**config.mk**
```make
export PLATFORM = sky130hd
export DESIGN_NAME = ts_null_stuffer
export DESIGN_NICKNAME = d
export VERILOG_FILES = /design/src/rtl/ts_null_stuffer_pkg.sv /design/src/rtl/ts_null_stuffer.sv
export SDC_FILE = /design/constraint.sdc
export NUM_CORES = 1
export LEC_CHECK = 0
export CORE_MARGIN = 5
export CORE_UTILIZATION = 47
export CTS_BUF_LIST = sky130_fd_sc_hd__clkbuf_4 sky130_fd_sc_hd__clkbuf_8
export DETAILED_ROUTE_END_ITERATION = 12
export MAX_ROUTING_LAYER = met4
export PLACE_DENSITY = 0.78
export SLEW_MARGIN = 20
export SYNTH_ARGS = -nofsm -noshare
export SYNTH_HDL_FRONTEND = slang
export SYNTH_SLANG_ARGS = --single-unit
```
**constraint.sdc**
```tcl
create_clock -name CLK -period 1.69 [get_ports CLK]
set_clock_uncertainty 0.1 [all_clocks]
set_input_delay 0.338 -clock CLK [delete_from_list [all_inputs] [get_ports CLK]]
set_output_delay 0.338 -clock CLK [all_outputs]
set_load 0.02 [all_outputs]
```
**src/rtl/ts_null_stuffer_pkg.sv**
```systemverilog
`timescale 1ns/1ps
// Shared transport-stream constants and the slot-state encoding used by the
// null stuffer.
package ts_defs;

   localparam int          TS_PKT_LEN   = 188;
   localparam logic [7:0]  TS_SYNC_BYTE = 8'h47;
   localparam logic [12:0] TS_NULL_PID  = 13'h1FFF;
   localparam logic [7:0]  TS_NULL_HDR3 = 8'h10;

   typedef enum logic [1:0] {
      S_DECIDE,
      S_PASS,
      S_NULL,
      S_DROP
   } slot_state_e;

endpackage

```
**src/rtl/ts_null_stuffer.sv**
```systemverilog
`timescale 1ns/1ps
// Constant-rate TS output stage: forwards buffered packets, fills gaps with null
// packets and re-aligns to P_SYNC. Optional NULL_CNT output under TS_STUFF_STATS_EN.
module ts_null_stuffer
   import ts_defs::*;
#(
   parameter int         PKT_LEN   = TS_PKT_LEN,
   parameter int         USEDW_W   = 10,
   parameter logic [7:0] NULL_FILL = 8'hFF
) (
   input  logic               CLK,
   input  logic               RST,
   input  logic [7:0]         IN_DATA,
   input  logic               IN_PSYNC,
   input  logic               IN_EMPTY,
   input  logic [USEDW_W-1:0] IN_USEDW,
   output logic               RDREQ,
   output logic [7:0]         DATA_OUT,
   output logic               D_VALID_OUT,
   output logic               P_SYNC_OUT,
   output logic               RESYNC_PULSE
`ifdef TS_STUFF_STATS_EN
   ,
   output logic [15:0]        NULL_CNT
`endif
);

   localparam int                 CNT_W     = $clog2(PKT_LEN);
   localparam logic [CNT_W-1:0]   CNT_LAST  = CNT_W'(PKT_LEN - 1);
   localparam logic [USEDW_W-1:0] PKT_LEN_U = USEDW_W'(PKT_LEN);

   slot_state_e      state;
   slot_state_e      state_nxt;
   slot_state_e      decided;
   slot_state_e      slot_mode;
   logic [CNT_W-1:0] cnt;
   logic             drop_done;
   logic             drop_done_nxt;
   logic             drop_stopped;
   logic             pkt_ready;
   logic             rd;
   logic [7:0]       null_byte;
   logic [7:0]       data_nxt;

   // The decision is only meaningful in DECIDE (cnt==0); afterwards the held state rules.
   always_comb begin
      pkt_ready = (IN_USEDW >= PKT_LEN_U);
      decided   = S_NULL;
      if (pkt_ready && !IN_EMPTY && IN_PSYNC) begin
         decided = S_PASS;
      end else if (pkt_ready && !IN_PSYNC) begin
         decided = S_DROP;
      end
      slot_mode    = (state == S_DECIDE) ? decided : state;
      drop_stopped = (state == S_DECIDE) ? 1'b0 : drop_done;
   end

   always_comb begin
      null_byte = NULL_FILL;
      if (cnt == '0) begin
         null_byte = TS_SYNC_BYTE;
      end else if (cnt == CNT_W'(1)) begin
         null_byte = {3'b000, TS_NULL_PID[12:8]};
      end else if (cnt == CNT_W'(2)) begin
         null_byte = TS_NULL_PID[7:0];
      end else if (cnt == CNT_W'(3)) begin
         null_byte = TS_NULL_HDR3;
      end
   end

   // Once a DROP slot hits a sync head or runs dry it stops reading for the rest of the slot.
   always_comb begin
      state_nxt     = (cnt == CNT_LAST) ? S_DECIDE : slot_mode;
      rd            = 1'b0;
      data_nxt      = null_byte;
      drop_done_nxt = 1'b0;
      case (slot_mode)
         S_PASS: begin
            rd       = !IN_EMPTY;
            data_nxt = IN_EMPTY ? NULL_FILL : IN_DATA;
         end
         S_DROP: begin
            rd            = !drop_stopped && !IN_EMPTY && !IN_PSYNC;
            drop_done_nxt = !rd;
         end
         default: begin
         end
      endcase
   end

   assign RDREQ = rd & RST;

   always_ff @(posedge CLK or negedge RST) begin
      if (!RST) begin
         state     <= S_DECIDE;
         cnt       <= '0;
         drop_done <= 1'b0;
      end else begin
         state     <= state_nxt;
         cnt       <= (cnt == CNT_LAST) ? '0 : cnt + 1'b1;
         drop_done <= drop_done_nxt;
      end
   end

   always_ff @(posedge CLK or negedge RST) begin
      if (!RST) begin
         DATA_OUT     <= 8'h00;
         D_VALID_OUT  <= 1'b0;
         P_SYNC_OUT   <= 1'b0;
         RESYNC_PULSE <= 1'b0;
      end else begin
         DATA_OUT     <= data_nxt;
         D_VALID_OUT  <= 1'b1;
         P_SYNC_OUT   <= (cnt == '0);
         RESYNC_PULSE <= (state == S_DECIDE) && (decided == S_DROP);
      end
   end

`ifdef TS_STUFF_STATS_EN
   // Counts every slot that emitted a null packet, saturating rather than wrapping.
   always_ff @(posedge CLK or negedge RST) begin
      if (!RST) begin
         NULL_CNT <= 16'h0000;
      end else if ((state == S_DECIDE) && (decided != S_PASS) && (NULL_CNT != 16'hFFFF)) begin
         NULL_CNT <= NULL_CNT + 16'h0001;
      end
   end
`endif

endmodule

```
==> results of run 1 <==
==> metal layers <==
layer / GRT usage, % / up-vias / wire [um]
met5: - / - / 0
met4: 6.95 / 0 / 15
met3: 3.39 / 2 / 169
met2: 27.9 / 29 / 1280
met1: 17.9 / 431 / 984
li1: - / 442 / -
==> how the worst max path moves through the flow <==
| stage | startpoint | end | cells after the start | slack, ns |
|---|---|---|---|---|
| 2_1_floorplan | IN_USEDW[7] | RDREQ | 5 | -0.004 |
| 3_3_place_gp | IN_USEDW[7] | RDREQ | 6 | -0.83 |
| 3_5_place_dp | IN_USEDW[7] | RDREQ | 6 | -0.85 |
| 4_1_cts | state[1] | RDREQ | 5 | -0.23 |
| 5_1_grt | IN_USEDW[4] | RDREQ | 6 | -0.33 |
| 6_report | IN_USEDW[4] | RDREQ | 6 | -0.23 |
==> layout make-up <==
cell class	instances	area share (%)
flip-flops and latches	22	35.5
multi-input cells	69	31.1
repair buffers	46	28.2
well taps	28	2.26
clock buffers	3	1.45
inverters	6	1.45
==> power by group through the flow <==
stage / Clock (W) / Combinational [W] / Sequential [W]
2_1_floorplan: 0 / 0.0000522 / 0.000582
3_3_place_gp: 0 / 0.000186 / 0.000561
3_5_place_dp: 0 / 0.000189 / 0.000561
4_1_cts: 0.000229 / 0.000185 / 0.000551
5_1_grt: 0.000252 / 0.000199 / 0.000553
6_report: 0.000224 / 0.000186 / 0.000551
==> cells by family (layout without fill, tap and decap cells) <==
kind of cell,Yosys count,count (layout),synth area share [%]
AO/OA/AOI/OAI,18,18,13.1
XOR/XNOR,5,5,4.17
adder cells (fa/ha/maj),4,4,4.76
buffers and inverters,9,55,4.05
flip-flops,22,22,52.4
multiplexers,3,3,2.86
other,1,1,0.357
AND/OR/NAND/NOR,38,38,18.3
==> per-stage QoR <==
stage	hold slack (ns)	TNS (ns)
floorplan	-0.0576	-0.00392
global placement	0.388	-4.74
detailed placement	0.402	-5.05
CTS	0.344	-0.229
global route	0.367	-0.348
finish	0.353	-0.233
==> flip-flops by register name, summed over array words and instances, names as in the netlist <==
register and cells:
DATA_OUT 8, cnt 8, RESYNC_PULSE 1, D_VALID_OUT 1, state 2, drop_done 1, P_SYNC_OUT 1
==> repair_timing <==
| action | 4_1_cts | 5_1_grt |
|---|---|---|
| gates resized for setup | 22 | 14 |
| pin swaps | 7 | 1 |
| setup endpoints to repair | 9 | 14 |
| setup buffers | 1 | 0 |
==> synthesized netlist by cell type (all sizes together) <==
cell | number | area share [%]
nor4 | 1 | 0.60
o2bb2ai | 1 | 0.83
clkbuf | 2 | 0.83
nor4b | 1 | 0.83
o21ai | 3 | 1.4
a311oi | 1 | 0.83
nand4b | 1 | 0.83
buf | 1 | 1.1
a211o | 1 | 0.83
nand3 | 6 | 2.9
nand2 | 2 | 0.71
xnor2 | 3 | 2.5
nand3b | 1 | 0.71
dfrtp | 22 | 52
o31ai | 1 | 0.71
mux2i | 3 | 2.9
inv | 6 | 2.1
nor2 | 16 | 5.7
a21oi | 4 | 1.9
xor2 | 2 | 1.7
nor2b | 4 | 2.4
nor3b | 1 | 0.71
nor3 | 2 | 0.95
o32a | 5 | 4.9
ha | 4 | 4.8
a21bo | 1 | 0.95
o21bai | 1 | 0.71
conb | 1 | 0.36
and3 | 2 | 1.2
and4 | 1 | 0.83
==> results by group, run 1 <==
Status
  – Status: finished with violations
  – Failing checks: negative setup slack

Place
  – # placed instances: between 150 and 200
  – IO Port Bufs: 31
  – Placed Area: around 1500 um^2
  – HPWL Detailed: 1.82 mm
  – Global placer's final weighted congestion: 0.782
  – Post-Place Setup Slack: -0.848 ns

Setup path
  – Worst R2R Path Depth: 5
  – Setup crit start kind: input port
  – Critical Path RT: 1.25 ns
  – R2r setup slk: roughly 0.10 ns
  – Slowest stage delay, CP: 0.45 ns
  – Cell class contributing the biggest share of worst-path delay: buffers and inverters
  – Reg2reg end: DATA_OUT[7]
  – Reg2reg start: state[0]
  – Buffer and inverter count on the worst path: 2
  – WS Path Type: input port to output port
  – Critical path cell sequence: clkdlybuf4s50_1 > nand2_1 > o21bai_1 > a21oi_2 > o2bb2ai_2 > buf_6
  – Worst Setup End Kind: output port
  – WP data arrival: 1.49 ns
  – Crit-path slowest cell: clkdlybuf4s50_1
  – Max Fanout on Critical Path: 2

Detailed routing
  – Routed WL: approximately 2.4 mm
  – # DRC: 0
  – Routed length per instance: 14.1 um
  – DRT antenna net count: 0
  – DR vias: 904
  – Starting DRT DRC Count: 16
  – Total iterations of the first detailed-routing run: 4
  – Avg Vias per Cell: approximately 5.2

Clock tree
  – Cell at the root of the clock tree: clkbuf_4
  – Worst skew pair latency: 0.30 ns
  – CTS max path bufs: 2
  – CTS tree: yes
  – Clock slew at reported path FFs: between 0.1 and 0.15 ns
  – Hold buffer count at CTS: 0
  – CTS H-tree lvls: 1
  – CTS buffer count: 3
  – Sink Count: 22

Floorplanning
  – Die W: 57.3 um
  – Core Area: approximately 2200 um^2
  – Row count: 17
  – I/O pins: 34
  – Die area: 3280 um^2
  – Initial core utilization: 48.4%
  – Die H: between 50 and 60 um

Pwr
  – Net Sw Frac: 24.2%
  – Comb pwr share: 19.3%
  – Pwr per Cell Area: 619 nW/um^2
  – Total Power: 0.000961 W
  – Seq pwr share: 57.3%
  – Leak pwr: roughly 0.75 nW
  – Clock power frac: 23.4%
  – Worst vdd rail ir drop: between 500 and 600 uV
  – Int Pwr: 0.000728 W
  – Switching Power: around 0.00023 W

Cells and area
  – Area occupied by multi-input gates: 483 um^2
  – Reg area: 551 um^2
  – Fillers: 167
  – Most frequent cells in the layout: 22 x dfrtp_1, 16 x nor2_1, 13 x buf_4
  – Final Core Density: 71.5%
  – Ratio of cells with drive above 1 in the final layout: 19.2%
  – Non-Filler Instances: 174
  – Post-route cell area: between 1500 and 2000 um^2
  – # diodes: 0
  – Most common cell after layout, fill and taps aside: dfrtp_1
  – Net count, final: 174
  – Layout area overhead: 47.6%

Synthesis
  – Net Count, Synth: 126
  – Register area share after synthesis: 52.4%
  – Synthesized area: between 1000 and 1500 um^2
  – Yosys reg bits: 22
  – Synth unique cells: 32
  – Synth Area per Inst: between 10 and 15 um^2
  – Syn Inst Count: 100
  – Synthesis warning total: 0

STA
  – Final Hold Vio Count: 0
  – Final setup violation count: 1
  – Setup ws final: -0.233 ns
  – Post-layout min period: 1.92 ns
  – Tcrit/Tclk final: 114%
  – RSZ-0062 raised after global routing: true
  – Max-slew violations: 0
  – Achievable frequency: 520 MHz

Worst hold path
  – Hold Crit Class: input port to asynchronous set/reset pin

Global routing
  – Largest net degree at the start of global routing: 23
  – Vias in the first global route: 938
  – Gr ovfl total: 0
  – Total GRT Usage: 16.2%
  – First-pass GRT wire length: 4.03 mm
  – Initial antenna violation count: 0

Flow run
  – Max cap viols: 0
Note: power is estimated with default switching activity, not from simulation.
==> run 2: changes to the inputs <==
--- a/config.mk
+++ b/config.mk
@@ -9,6 +9,7 @@
 export CORE_UTILIZATION = 47
 export CTS_BUF_LIST = sky130_fd_sc_hd__clkbuf_4 sky130_fd_sc_hd__clkbuf_8
 export DETAILED_ROUTE_END_ITERATION = 12
+export GPL_TIMING_DRIVEN = 0
 export MAX_ROUTING_LAYER = met4
 export PLACE_DENSITY = 0.78
 export SLEW_MARGIN = 20
==> run 2 against run 1 <==
Flip-flop and latch count did not move; critical endpoint unchanged; maximum frequency fell by 1.6%; via count fell by 4.1%; largest cell class unchanged; die area did not move; core utilization fell by 3.6 points; the run still ends with negative setup slack left; clock-buffer cell count did not move; routed wire length fell by 5.1%.
==> results by group, run 2 (synthesis gave the netlist of run 1 again) <==
Status
  – Status: finished with violations (unchanged)
  – Failing checks: negative setup slack (unchanged)

Clock tree
  – Clock slew at reported path FFs: 0.11 ns (about the same)
  – CTS tree: yes (unchanged)
  – Cell at the root of the clock tree: clkbuf_4 (unchanged)
  – CTS H-tree lvls: 1 (unchanged)
  – CTS max path bufs: 2 (unchanged)
  – CTS buffer count: 3 (unchanged)
  – Worst skew pair latency: 0.30 ns (about the same)
  – Sink Count: 22 (unchanged)

Place
  – # placed instances: 158 (was 170)
  – IO Port Bufs: 30 (was 31)
  – Global placer's final weighted congestion: 0.779 (was 0.782)
  – Post-Place Setup Slack: -1.42 ns (was -0.848 ns)
  – HPWL Detailed: 1.72 mm (was 1.82 mm)

Cells and area
  – Most common cell after layout, fill and taps aside: dfrtp_1 (unchanged)
  – Ratio of cells with drive above 1 in the final layout: 14.6% (was 19.2%)
  – # diodes: 0 (unchanged)
  – Area occupied by multi-input gates: 488 um^2 (was 483 um^2)
  – Fillers: 185 (was 167)
  – Net count, final: 165 (was 174)
  – Biggest regs: DATA_OUT (8), cnt (8), state (2) (unchanged)
  – Layout area overhead: 40.1% (was 47.6%)
  – Non-Filler Instances: 165 (was 174)
  – Most frequent cells in the layout: 22 x dfrtp_1, 16 x nor2_1, 10 x clkdlybuf4s50_1, 10 x dlymetal6s2s_1 (was 22 x dfrtp_1, 16 x nor2_1, 13 x buf_4)
  – Reg area: 551 um^2 (unchanged)

Pwr
  – Switching Power: 0.000231 W (was 0.000232 W)
  – Int Pwr: 0.000721 W (was 0.000728 W)
  – Comb pwr share: 18.6% (was 19.3%)
  – Pwr per Cell Area: 646 nW/um^2 (was 619 nW/um^2)
  – Seq pwr share: 57.7% (was 57.3%)
  – Total Power: 0.000951 W (was 0.000961 W)
  – Clock power frac: 23.7% (was 23.4%)
  – Leak pwr: 0.702 nW (was 0.753 nW)
  – Worst vdd rail ir drop: 664 uV (was 566 uV)
  – Net Sw Frac: 24.3% (was 24.2%)

Setup path
  – Setup crit start kind: flop (was input port)
  – Buffer and inverter count on the worst path: 1 (was 2)
  – WP data arrival: 1.52 ns (was 1.49 ns)
  – Critical Path RT: 1.25 ns (about the same)
  – Worst Setup End Kind: output port (unchanged)
  – Cell class contributing the biggest share of worst-path delay: compound AO/OA/AOI/OAI gates (was buffers and inverters)
  – Slowest stage delay, CP: 0.42 ns (was 0.45 ns)
  – WS Path Type: flop to output port (was input port to output port)
  – Critical path cell sequence: nor3b_2 > a21oi_1 > a21bo_2 > o2bb2ai_4 > buf_6 (was clkdlybuf4s50_1 > nand2_1 > o21bai_1 > a21oi_2 > o2bb2ai_2 > buf_6)
  – Max Fanout on Critical Path: 3 (was 2)
  – Crit-path slowest cell: dfrtp_1 (was clkdlybuf4s50_1)

Detailed routing
  – Routed length per instance: 14.1 um (about the same)
  – Total iterations of the first detailed-routing run: 4 (unchanged)
  – # DRC: 0 (unchanged)
  – Routed WL: 2.33 mm (was 2.45 mm)
  – Avg Vias per Cell: 5.25 (was 5.20)
  – Starting DRT DRC Count: 12 (was 16)
  – DR vias: 867 (was 904)
  – DRT antenna net count: 0 (unchanged)

Global routing
  – Largest net degree at the start of global routing: 23 (unchanged)
  – Gr ovfl total: 0 (unchanged)
  – Initial antenna violation count: 0 (unchanged)
  – Total GRT Usage: 15.7% (was 16.2%)
  – Vias in the first global route: 840 (was 938)
  – First-pass GRT wire length: 3.82 mm (was 4.03 mm)

STA
  – Max-slew violations: 0 (unchanged)
  – Setup TNS: -0.265 ns (was -0.233 ns)
  – Setup ws final: -0.265 ns (was -0.233 ns)
  – Post-layout min period: 1.96 ns (was 1.92 ns)
  – Final setup violation count: 1 (unchanged)
  – Final Hold Vio Count: 0 (unchanged)
  – Tcrit/Tclk final: 116% (was 114%)
  – WHS: 0.0198 ns (was 0.353 ns)
  – Achievable frequency: 511 MHz (was 520 MHz)
  – Max transition margin: 63.5%
  – Slew @ Worst Pin: 0.542 ns
  – RSZ-0062 raised after global routing: true (unchanged)

Floorplanning
  – I/O pins: 34 (unchanged)
  – Die W: 57.3 um (unchanged)
  – Die area: 3280 um^2 (unchanged)
  – Row count: 17 (unchanged)
  – Core Area: 2170 um^2 (unchanged)
  – Initial core utilization: 48.4% (unchanged)
  – Die H: 57.3 um (unchanged)

Flow run
  – Max cap viols: 0 (unchanged)

Worst hold path
  – Hold Crit Class: input port to asynchronous set/reset pin (unchanged)
-- run 2: cell count changes in the layout (fill, tap and decap cells not counted), sizes merged --
cell / previous run / this run
clkdlybuf4s50: 12 / 10
dlymetal6s2s: 8 / 10
dlygate4sd2: 7 / 4
buf: 16 / 10
-- run 2: layout make-up --
| class | instances | share of cell area (%) |
|---|---|---|
| Buffer | 1 | 0.340 |
| Clock buffer | 3 | 1.53 |
| Inverter | 6 | 1.53 |
| Multi-Input combinational cell | 69 | 33.1 |
| Sequential cell | 22 | 37.4 |
| Tap cell | 28 | 2.38 |
| Timing Repair Buffer | 36 | 23.7 |
-- run 2: final timing paths --
check | startpoint | endpoint | slack (ns) | depth (start not counted)
min in group CLK | IN_EMPTY | drop_done | 0.30 | 3
min reg2reg | cnt[6] | cnt[6] | 0.43 | 1
min | RST | DATA_OUT[2] | 0.02 | 2
max reg2reg | cnt[0] | DATA_OUT[0] | 0.09 | 4
max | state[1] | RDREQ | -0.27 | 5
max in group asynchronous | RST | drop_done | 1.15 | 2
-- run 2: metal layers --
metal	up-vias	part of all wire (%)	wire [um]	GRT usage [%]
li1	424	-	-	-
met1	409	41	960	17.6
met2	30	49	1130	26.6
met3	4	7.8	181	3.17
met4	0	2.3	54	7.28
met5	-	0	0	-
-- run 2: what timing repair did --
item / CTS / global route
hold endpoints to repair: 22 / 0
gates resized for setup: 28 / 14
setup buffers: 4 / 1
pin swaps: 5 / 2
setup endpoints to repair: 8 / 16
hold buffers: 1 / 0
-- run 2: power by group through the flow --
stage                     sequential (W)  combinational (W)  clock, W
final                           0.000549           0.000177  0.000225
after global routing            0.000551           0.000191  0.000261
after CTS                       0.000550           0.000181  0.000237
after detailed placement        0.000562           0.000172         0
after global placement          0.000561           0.000168         0
after floorplan                 0.000582          0.0000522         0
-- run 2: through the flow --
step / utilization (%) / instance area, um^2
2_1_floorplan: - / 1060
4_1_cts: 67.0 / 1450
3_5_place_dp: 64.4 / 1400
3_3_place_gp: 64.4 / 1400
5_1_grt: 67.9 / 1470
6_report: 67.9 / 1470
